$ cat src/rtl/sonar_pkg.sv
// Shared types and constants for the HC-SR04 ranger: FSM state encoding,
// default 100 MHz timing and distance saturation helper.
package sonar_pkg;

    typedef enum logic [1:0] {
        ST_HOLDOFF   = 2'd0,
        ST_TRIG      = 2'd1,
        ST_WAIT_RISE = 2'd2,
        ST_MEASURE   = 2'd3
    } state_e;

    // Defaults for the 100 MHz Basys3 clock.
    localparam int unsigned DEF_TRIG_CYCLES    = 1000;
    localparam int unsigned DEF_UNIT_CYCLES    = 58;
    localparam int unsigned DEF_TIMEOUT_CYCLES = 3000000;
    localparam int unsigned DEF_PERIOD_CYCLES  = 6000000;

    localparam int unsigned SYNC_STAGES = 2;
    localparam int unsigned DIST_W      = 20;
    localparam logic [DIST_W-1:0] DIST_MAX = 20'hFFFFF;

    function automatic logic [DIST_W-1:0] sat_inc(input logic [DIST_W-1:0] v);
        logic [DIST_W-1:0] r;
        r = (v == DIST_MAX) ? v : v + 20'd1;
        return r;
    endfunction

endpackage

$ cat src/rtl/sonar_ranger_sync_edge.sv
// Multi-flop synchronizer for an asynchronous input followed by a registered
// previous value; rise/fall are single-cycle pulses with equal latency.
module sync_edge #(
    parameter int unsigned STAGES = 2
) (
    input  logic clk,
    input  logic reset,
    input  logic async_in,
    output logic rise,
    output logic fall
);

    logic [STAGES-1:0] sync_q;
    logic [STAGES-1:0] sync_d;
    logic              prev_q;
    logic              prev_d;

    genvar gi;
    generate
        for (gi = 0; gi < STAGES; gi++) begin : g_stage
            if (gi == 0) begin : g_first
                assign sync_d[gi] = async_in;
            end else begin : g_next
                assign sync_d[gi] = sync_q[gi-1];
            end
        end
    endgenerate

    always_comb begin
        prev_d = sync_q[STAGES-1];
    end

    always_ff @(posedge clk) begin
        if (reset) begin
            sync_q <= '0;
            prev_q <= 1'b0;
        end else begin
            sync_q <= sync_d;
            prev_q <= prev_d;
        end
    end

    assign rise = sync_q[STAGES-1] & ~prev_q;
    assign fall = ~sync_q[STAGES-1] & prev_q;

endmodule

$ cat src/rtl/sonar_ranger.sv
// HC-SR04 driver: periodic trigger, echo width timing and conversion to
// 0.01 cm units by prescaled counting (no divider).
module sonar_ranger
    import sonar_pkg::*;
#(
    parameter int unsigned TRIG_CYCLES    = DEF_TRIG_CYCLES,
    parameter int unsigned UNIT_CYCLES    = DEF_UNIT_CYCLES,
    parameter int unsigned TIMEOUT_CYCLES = DEF_TIMEOUT_CYCLES,
    parameter int unsigned PERIOD_CYCLES  = DEF_PERIOD_CYCLES
) (
    input  logic        clk,
    input  logic        reset,
    input  logic        echo,
    output logic        trig,
    output logic [19:0] distance,
    output logic        valid,
    output logic        timeout
);

    localparam int unsigned CYC_W = $clog2(PERIOD_CYCLES);
    localparam int unsigned PRE_W = $clog2(UNIT_CYCLES);

    localparam logic [CYC_W-1:0] CYC_LAST  = CYC_W'(PERIOD_CYCLES - 1);
    localparam logic [CYC_W-1:0] TRIG_LAST = CYC_W'(TRIG_CYCLES - 1);
    localparam logic [CYC_W-1:0] TO_LAST   = CYC_W'(TIMEOUT_CYCLES - 1);
    localparam logic [PRE_W-1:0] PRE_LAST  = PRE_W'(UNIT_CYCLES - 1);

    state_e             state_q, state_d;
    logic [CYC_W-1:0]   cyc_q, cyc_d;
    logic [PRE_W-1:0]   pre_q, pre_d;
    logic [DIST_W-1:0]  acc_q, acc_d;
    logic [DIST_W-1:0]  distance_q, distance_d;
    logic               trig_q, trig_d;
    logic               valid_q, valid_d;
    logic               timeout_q, timeout_d;
    logic [DIST_W-1:0]  acc_inc;
    logic               echo_rise;
    logic               echo_fall;

    sync_edge #(
        .STAGES (SYNC_STAGES)
    ) u_sync (
        .clk      (clk),
        .reset    (reset),
        .async_in (echo),
        .rise     (echo_rise),
        .fall     (echo_fall)
    );

    always_comb begin
        state_d    = state_q;
        cyc_d      = cyc_q + CYC_W'(1);
        pre_d      = pre_q;
        acc_d      = acc_q;
        distance_d = distance_q;
        trig_d     = 1'b0;
        valid_d    = 1'b0;
        timeout_d  = timeout_q;
        // Count including this cycle, so a falling edge captures floor(N/UNIT).
        acc_inc    = (pre_q == PRE_LAST) ? sat_inc(acc_q) : acc_q;

        unique case (state_q)
            ST_HOLDOFF: begin
                if (cyc_q == CYC_LAST) begin
                    state_d = ST_TRIG;
                    cyc_d   = '0;
                    trig_d  = 1'b1;
                end
            end
            ST_TRIG: begin
                if (cyc_q == TRIG_LAST) begin
                    state_d = ST_WAIT_RISE;
                end else begin
                    trig_d = 1'b1;
                end
            end
            ST_WAIT_RISE: begin
                // Timeout wins a tie so MEASURE never starts past its deadline.
                if (cyc_q == TO_LAST) begin
                    state_d   = ST_HOLDOFF;
                    timeout_d = 1'b1;
                    valid_d   = 1'b1;
                end else if (echo_rise) begin
                    state_d = ST_MEASURE;
                    pre_d   = '0;
                    acc_d   = '0;
                end
            end
            ST_MEASURE: begin
                pre_d = (pre_q == PRE_LAST) ? '0 : pre_q + PRE_W'(1);
                acc_d = acc_inc;
                if (echo_fall) begin
                    state_d    = ST_HOLDOFF;
                    distance_d = acc_inc;
                    timeout_d  = 1'b0;
                    valid_d    = 1'b1;
                end else if (cyc_q == TO_LAST) begin
                    state_d   = ST_HOLDOFF;
                    timeout_d = 1'b1;
                    valid_d   = 1'b1;
                end
            end
            default: begin
                state_d = ST_HOLDOFF;
            end
        endcase
    end

    always_ff @(posedge clk) begin
        if (reset) begin
            state_q    <= ST_HOLDOFF;
            cyc_q      <= CYC_LAST;
            pre_q      <= '0;
            acc_q      <= '0;
            distance_q <= '0;
            trig_q     <= 1'b0;
            valid_q    <= 1'b0;
            timeout_q  <= 1'b0;
        end else begin
            state_q    <= state_d;
            cyc_q      <= cyc_d;
            pre_q      <= pre_d;
            acc_q      <= acc_d;
            distance_q <= distance_d;
            trig_q     <= trig_d;
            valid_q    <= valid_d;
            timeout_q  <= timeout_d;
        end
    end

    assign trig     = trig_q;
    assign distance = distance_q;
    assign valid    = valid_q;
    assign timeout  = timeout_q;

endmodule

$ cat config.mk
export PLATFORM = sky130hd
export DESIGN_NAME = sonar_ranger
export DESIGN_NICKNAME = d
export VERILOG_FILES = /design/src/rtl/sonar_pkg.sv /design/src/rtl/sonar_ranger_sync_edge.sv /design/src/rtl/sonar_ranger.sv
export SDC_FILE = /design/constraint.sdc
export NUM_CORES = 1
export LEC_CHECK = 0
export CORE_MARGIN = 5
export CORE_UTILIZATION = 50
export DETAILED_ROUTE_END_ITERATION = 6
export GPL_TIMING_DRIVEN = 0
export MAX_ROUTING_LAYER = met4
export PLACE_DENSITY = 0.72
export REMOVE_ABC_BUFFERS = 1
export SLEW_MARGIN = 10
export SYNTH_ARGS = -nofsm -noshare
export SYNTH_HDL_FRONTEND = slang
export SYNTH_SLANG_ARGS = --single-unit
export TNS_END_PERCENT = 100
$ cat constraint.sdc
create_clock -name clk -period 2.2 [get_ports clk]
set_input_delay 0.33 -clock clk [delete_from_list [all_inputs] [get_ports clk]]
set_output_delay 0.33 -clock clk [all_outputs]
set_load 0.02 [all_outputs]
# After elaboration in Yosys (flattened, before gate mapping)
# Cells that the tools add are included.
[totals]
register_bits = 77
output_inout_bits = 23
wordCells = 63
[classes]
n_eq_ne = 14
addsub = 3
n_reduce_logical = 5
bitwise_logic = 4
mux = 27
[ops]
columns = ["op", "count"]
rows = [
  ["$mux W20", 4],
  ["$mux W23", 2],
  ["$pmux W20 S2", 1],
  ["$add A23 B1 Y23 const B", 1],
  ["$eq A23 B10 Y1 const B", 1],
  ["$eq A23 B22 Y1 const B", 1],
  ["$eq A23 B23 Y1 const B", 1],
  ["$add A20 B1 Y20 const B", 1],
  ["$eq A20 B20 Y1 const B", 1],
  ["$mux W6", 3],
  ["$mux W2", 6],
  ["$pmux W6 S2", 1],
  ["$ne A2 B2 Y1 const B", 4],
  ["$pmux W2 S4", 1],
  ["$add A6 B1 Y6 const B", 1],
  ["$eq A6 B6 Y1 const B", 1],
  ["$mux W1", 6],
  ["$ne A3 B3 Y1 const B", 2],
  ["$pmux W1 S2", 3],
  ["$eq A2 B2 Y1 const B", 2],
  ["$reduce_and A4 Y1", 1],
  ["$reduce_and A3 Y1", 1],
  ["$and A1 B1 Y1", 2],
  ["$eq A2 B1 Y1 const B", 1],
  ["other kinds (4)", 5],
]

# Depth between registers and ports, before layout
[depth]
depth_word = 5
depth_mapped = 8

# Modules after synthesis
# Synthesis repeated with hierarchy kept, for this count alone.
[hier_totals]
cells_unflattened = 469
hier_area_um2 = 3870.0
[modules_own_cells]
columns = ["mod", "n_inst", "area_per_inst_um2", "cells_each"]
rows = [
  ["sonar_ranger", 1, 3778.6, 461],
  ["sync_edge", 1, 91.3, 8],
]

# Least setup slack after synthesis
# No wires, ideal clock.
[synth_timing]
path_kind = "reg2reg"
start = "register pre_q[0]"
end = "register acc_q[7]"
setup_slack_ns = 0.113
stages_incl_launch_ff = 7
arrival_time_ns = 1.968
n_path_buf = 0
path_cell_list = "dfxtp_1 ha_1 nand4_1 nor4_2 o2111ai_1 and3_1 a211o_1"
[synth_via]
elab_chain_len = 3
[synth_lines]
columns = ["item", "line_no", "source"]
rows = [
  ["start, declared", "sonar_ranger.sv:30", "logic [PRE_W-1:0] pre_q, pre_d;"],
  ["start signal, assigned", "sonar_ranger.sv:122", "pre_q <= pre_d;"],
  ["$eq A6 B6 Y1", "sonar_ranger.sv:60", "acc_inc = (pre_q == PRE_LAST) ? sat_inc(acc_q) : acc_q;"],
  ["$mux W20", "sonar_ranger.sv:60", ""],
  ["$pmux W20 S2", "sonar_ranger.sv:62", "unique case (state_q)"],
  ["end signal, assigned", "sonar_ranger.sv:114", "acc_q <= '0;"],
  ["end signal, assigned", "sonar_ranger.sv:123", "acc_q <= acc_d;"],
  ["end, declared", "sonar_ranger.sv:31", "logic [DIST_W-1:0] acc_q, acc_d;"],
]
# No other way between the ends.
# A chain may end at the register's enable or synchronous reset.

# Worst setup path after layout
[layout_timing]
start = "register acc_q[1]"
end = "register distance_q[17], in the netlist distance[17]"
[layout_via]
elab_chain_len = 3
word_cells_on_any_way = 4
classes_between = "add/sub (1); eq/ne (1); mux (2)"
[layout_lines]
columns = ["item", "line_no", "source"]
rows = [
  ["$add A20 B1 Y20 / $eq A20 B20 Y1 (equally long branches)", "sonar_pkg.sv:24", "r = (v == DIST_MAX) ? v : v + 20'd1;"],
  ["$mux W20 (*)", "sonar_pkg.sv:24", ""],
  ["$mux W20 (*)", "sonar_ranger.sv:60", ""],
  ["end signal, assigned", "sonar_ranger.sv:124", "distance_q <= distance_d;"],
  ["end, declared", "sonar_ranger.sv:32", "logic [DIST_W-1:0] distance_q, distance_d;"],
]
# Every way passes the cells marked *; elsewhere a longest branch is shown, timed or not.

==> impl_metrics.csv <==
group,metric,value,unit
status,status,"completed",
logic_synthesis,synth_top_area_share,40.08,%
global_routing,grt_overflow,0,
drt,dr.pass1.iters,4,
hold_path,whs_path_depth,1,
sta,fin_crit,2.136,ns
cells_and_area,antenna_cells,0,
sta,hold_viol_final,0,
floorplan,dieArea,9546,sq um
critical_path,r2r_cells,5,
drt,drcViolationCount,0,
logic_synthesis,yosys_register_bits,77,
logic_synthesis,synthesis.instances,448,
cts,cts_buffer_depth,2,
logic_synthesis,ys_seq_area_share,40.08,%
sta,drv_slew,0,
cells_and_area,fin_nets,472,
cts,clockRootBuffer,"clkbuf_8",
power,peakVddDrop,416.8,uV
critical_path,path_max_fanout,7,
floorplan,start_util,50.56,%
cells_and_area,fin_cells,572,
drt,antenna_left,0,
logic_synthesis,synth_area_leaders,"dfxtp_1, xor2_1, nor2_1",
global_routing,antenna_found_initial,0,
cts,htreeDepth,3,
power,power.static_leakage,1.534,nW
cells_and_area,area_growth,16.59,%
placement,gp_congestion,0.9185,
logic_synthesis,synth_edf_count,0,
sta,fin_skew,0.01180,ns
logic_synthesis,synth_cell_types,57,
cts,cts.reportedPaths.clkPinSlew,0.07,ns
critical_path,crit_type,"reg -> reg",
drt,wirelength,8.912,mm
drt,via_per_inst,5.871,
sta,fin_crit_sh,97.07,%
sta,rsz0062_at_grt,"yes",
hold_path,hp-class,"reg -> reg",
global_routing,grt_pass1_vias,3089,
cells_and_area,drive_gt1_share,11.28,%
critical_path,crit_path_end_kind,"flop",
power,power_density,787.5,nW/um^2
drt,drt-initial-drc-count,252,
floorplan,num_io_pins,26,
floorplan,die_w,97.71,um
placement,dp.cells,548,
logic_synthesis,synthArstFlopShare,0,%
logic_synthesis,syn_area,3846,sq um
placement,port_buffers,25,
global_routing,grt_max_degree,35,
cells_and_area,postLayoutCellArea,4484,sq um
sta,fmax,0.4683,GHz
critical_path,reg2reg_slack,0.06,ns
sta,fin_setup_tns,0,ns
placement,placed_area,4134,sq um
drt,vias,3358,
drt,routedWlPerCell,15.58,um
floorplan,rows,32,
cts,cts_hold_buf,0,
sta,slew_headroom,45.00,%
sta,final-setup-viol-count,0,
critical_path,worstPathArrival,2.38,ns
critical_path,cp_data_required_time,2.45,ns
cts,clock_sinks,77,
sta,tightest_slew,0.8250,ns
cts,cts_tree,"built",
cts,clock_latency,0.35,ns
run,drv_cap,0,
cells_and_area,final_core_util,58.95,%
power,power.total,3.531,mW
logic_synthesis,synth.avg_cell_area,8.585,sq um
critical_path,cp-start-kind,"flop",
global_routing,track_usage,18.77,%
logic_synthesis,yosys_warnings,0,
placement,hpwl,6.052,mm
floorplan,die_y,97.71,um
floorplan,core,7607,sq um
global_routing,grt_pass1_wl,14.67,mm
logic_synthesis,yosysTopAreaCell,"dfxtp_1",
logic_synthesis,synth-main-ff-cell,"dfxtp_1",
cts,cts-buffers-inserted,9,
-- final cells by class --
| class | count | area (sq um) |
|---|---|---|
| Clock buffer | 12 | 145.1 |
| Clock inverter | 4 | 47.55 |
| Fill cell | 684 | 3123 |
| Inverter | 6 | 25.02 |
| Multi-Input combinational cell | 337 | 2265 |
| Sequential cell | 77 | 1548 |
| Tap cell | 102 | 127.6 |
| Timing Repair Buffer | 34 | 326.6 |
-- through the flow --
stage                     hold WS (ns)  setup slack, ns
final                           0.4443          0.06448
after global routing            0.4696         -0.05920
after CTS                       0.4438        -0.004461
after detailed placement        0.4268           -1.409
after global placement          0.4213           -1.356
after floorplan                 0.3991          -0.1919
-- placed cells by master (no fill, tap or decap), drive strengths merged, types with 4 or more instances in the layout --
cell type | Yosys | routed
o21ai | 23 | 23
nor2b | 5 | 5
o211ai | 6 | 6
nor2 | 40 | 40
xor2 | 20 | 20
a21oi | 16 | 16
a22o | 7 | 7
and3 | 14 | 14
xnor2 | 13 | 13
a311oi | 4 | 4
dfxtp | 77 | 77
clkdlybuf4s50 | 0 | 24
a211oi | 11 | 11
clkbuf | 21 | 12
nor4 | 10 | 10
nand2b | 4 | 4
nand4 | 17 | 17
nor3 | 16 | 16
buf | 7 | 9
nand3 | 22 | 22
a31oi | 4 | 4
or4 | 5 | 5
ha | 4 | 4
mux2i | 5 | 5
and4 | 8 | 8
inv | 6 | 6
a211o | 5 | 5
and2 | 8 | 8
nand2 | 34 | 34
-- sequential cells by signal, summed over array words and instances (netlist names) --
register,count
acc_q,20
cyc_q,23
distance,20
pre_q,6
state_q,2
timeout,1
trig,1
u_sync.prev_q,1
u_sync.sync_q,2
valid,1
-- repair_timing --
action                     in CTS  in global routing
setup endpoints to repair      58                 39
gates resized for setup        13                 13
pin swaps                       3                  3
setup buffers                   5                  3
gates cloned                    0                  0
-- cells in the mapped netlist (4+ instances only) --
| cell type | count |
|---|---|
| nor2_1 | 39 |
| a31oi_1 | 4 |
| a211oi_1 | 11 |
| nand2_1 | 33 |
| a22o_1 | 7 |
| nor2b_1 | 5 |
| nand3_1 | 22 |
| o21ai_1 | 21 |
| ha_1 | 4 |
| nor3_1 | 16 |
| buf_2 | 7 |
| mux2i_1 | 5 |
| nor4_1 | 8 |
| and2_1 | 8 |
| dfxtp_1 | 77 |
| o211ai_1 | 6 |
| inv_1 | 5 |
| xor2_1 | 20 |
| xnor2_1 | 13 |
| clkbuf_1 | 21 |
| nand2b_1 | 4 |
| a211o_1 | 5 |
| nand4_1 | 17 |
| and3_1 | 14 |
| and4_1 | 7 |
| a21oi_1 | 16 |
| a311oi_1 | 4 |
-- power by group --
part	internal [mW]	leakage [nW]	total, mW	switching (mW)
clock network	0.552	0.0964	1.06	0.507
logic	0.339	0.811	0.743	0.404
registers	1.52	0.626	1.73	0.209
-- routing by layer --
metal	global-route usage, %	vias to the layer above	part of all wire [%]
met5	-	-	0
met1	25.18	1573	48
met3	3.230	17	5.1
li1	-	1689	-
met4	7.561	0	1.8
met2	28.10	79	45
-- worst paths after layout --
check | start | to
max | acc_q[1] | distance[17]
min | u_sync.sync_q[0] | u_sync.sync_q[1]
max reg2reg | acc_q[1] | distance[17]
min reg2reg | u_sync.sync_q[0] | u_sync.sync_q[1]
-- cells by family (layout without fill, tap and decap cells) --
group	Yosys count	count (layout)	share of synthesized area, %
XOR/XNOR	33	33	7.515
adder cells (fa/ha/maj)	4	4	1.301
buffers and inverters	34	56	3.546
flip-flops	77	77	40.08
AO/OA/AOI/OAI	98	98	17.44
AND/OR/NAND/NOR	196	196	28.53
multiplexers	6	6	1.594
-- critical path, stage by stage (launching register included) --
cell and delay, ns:
dfxtp_1 0.43, ha_2 0.27, and4_1 0.26, nand3_1 0.26, or4_1 0.55, a311oi_1 0.27
No activity file was read; power rests on OpenSTA's default activity.
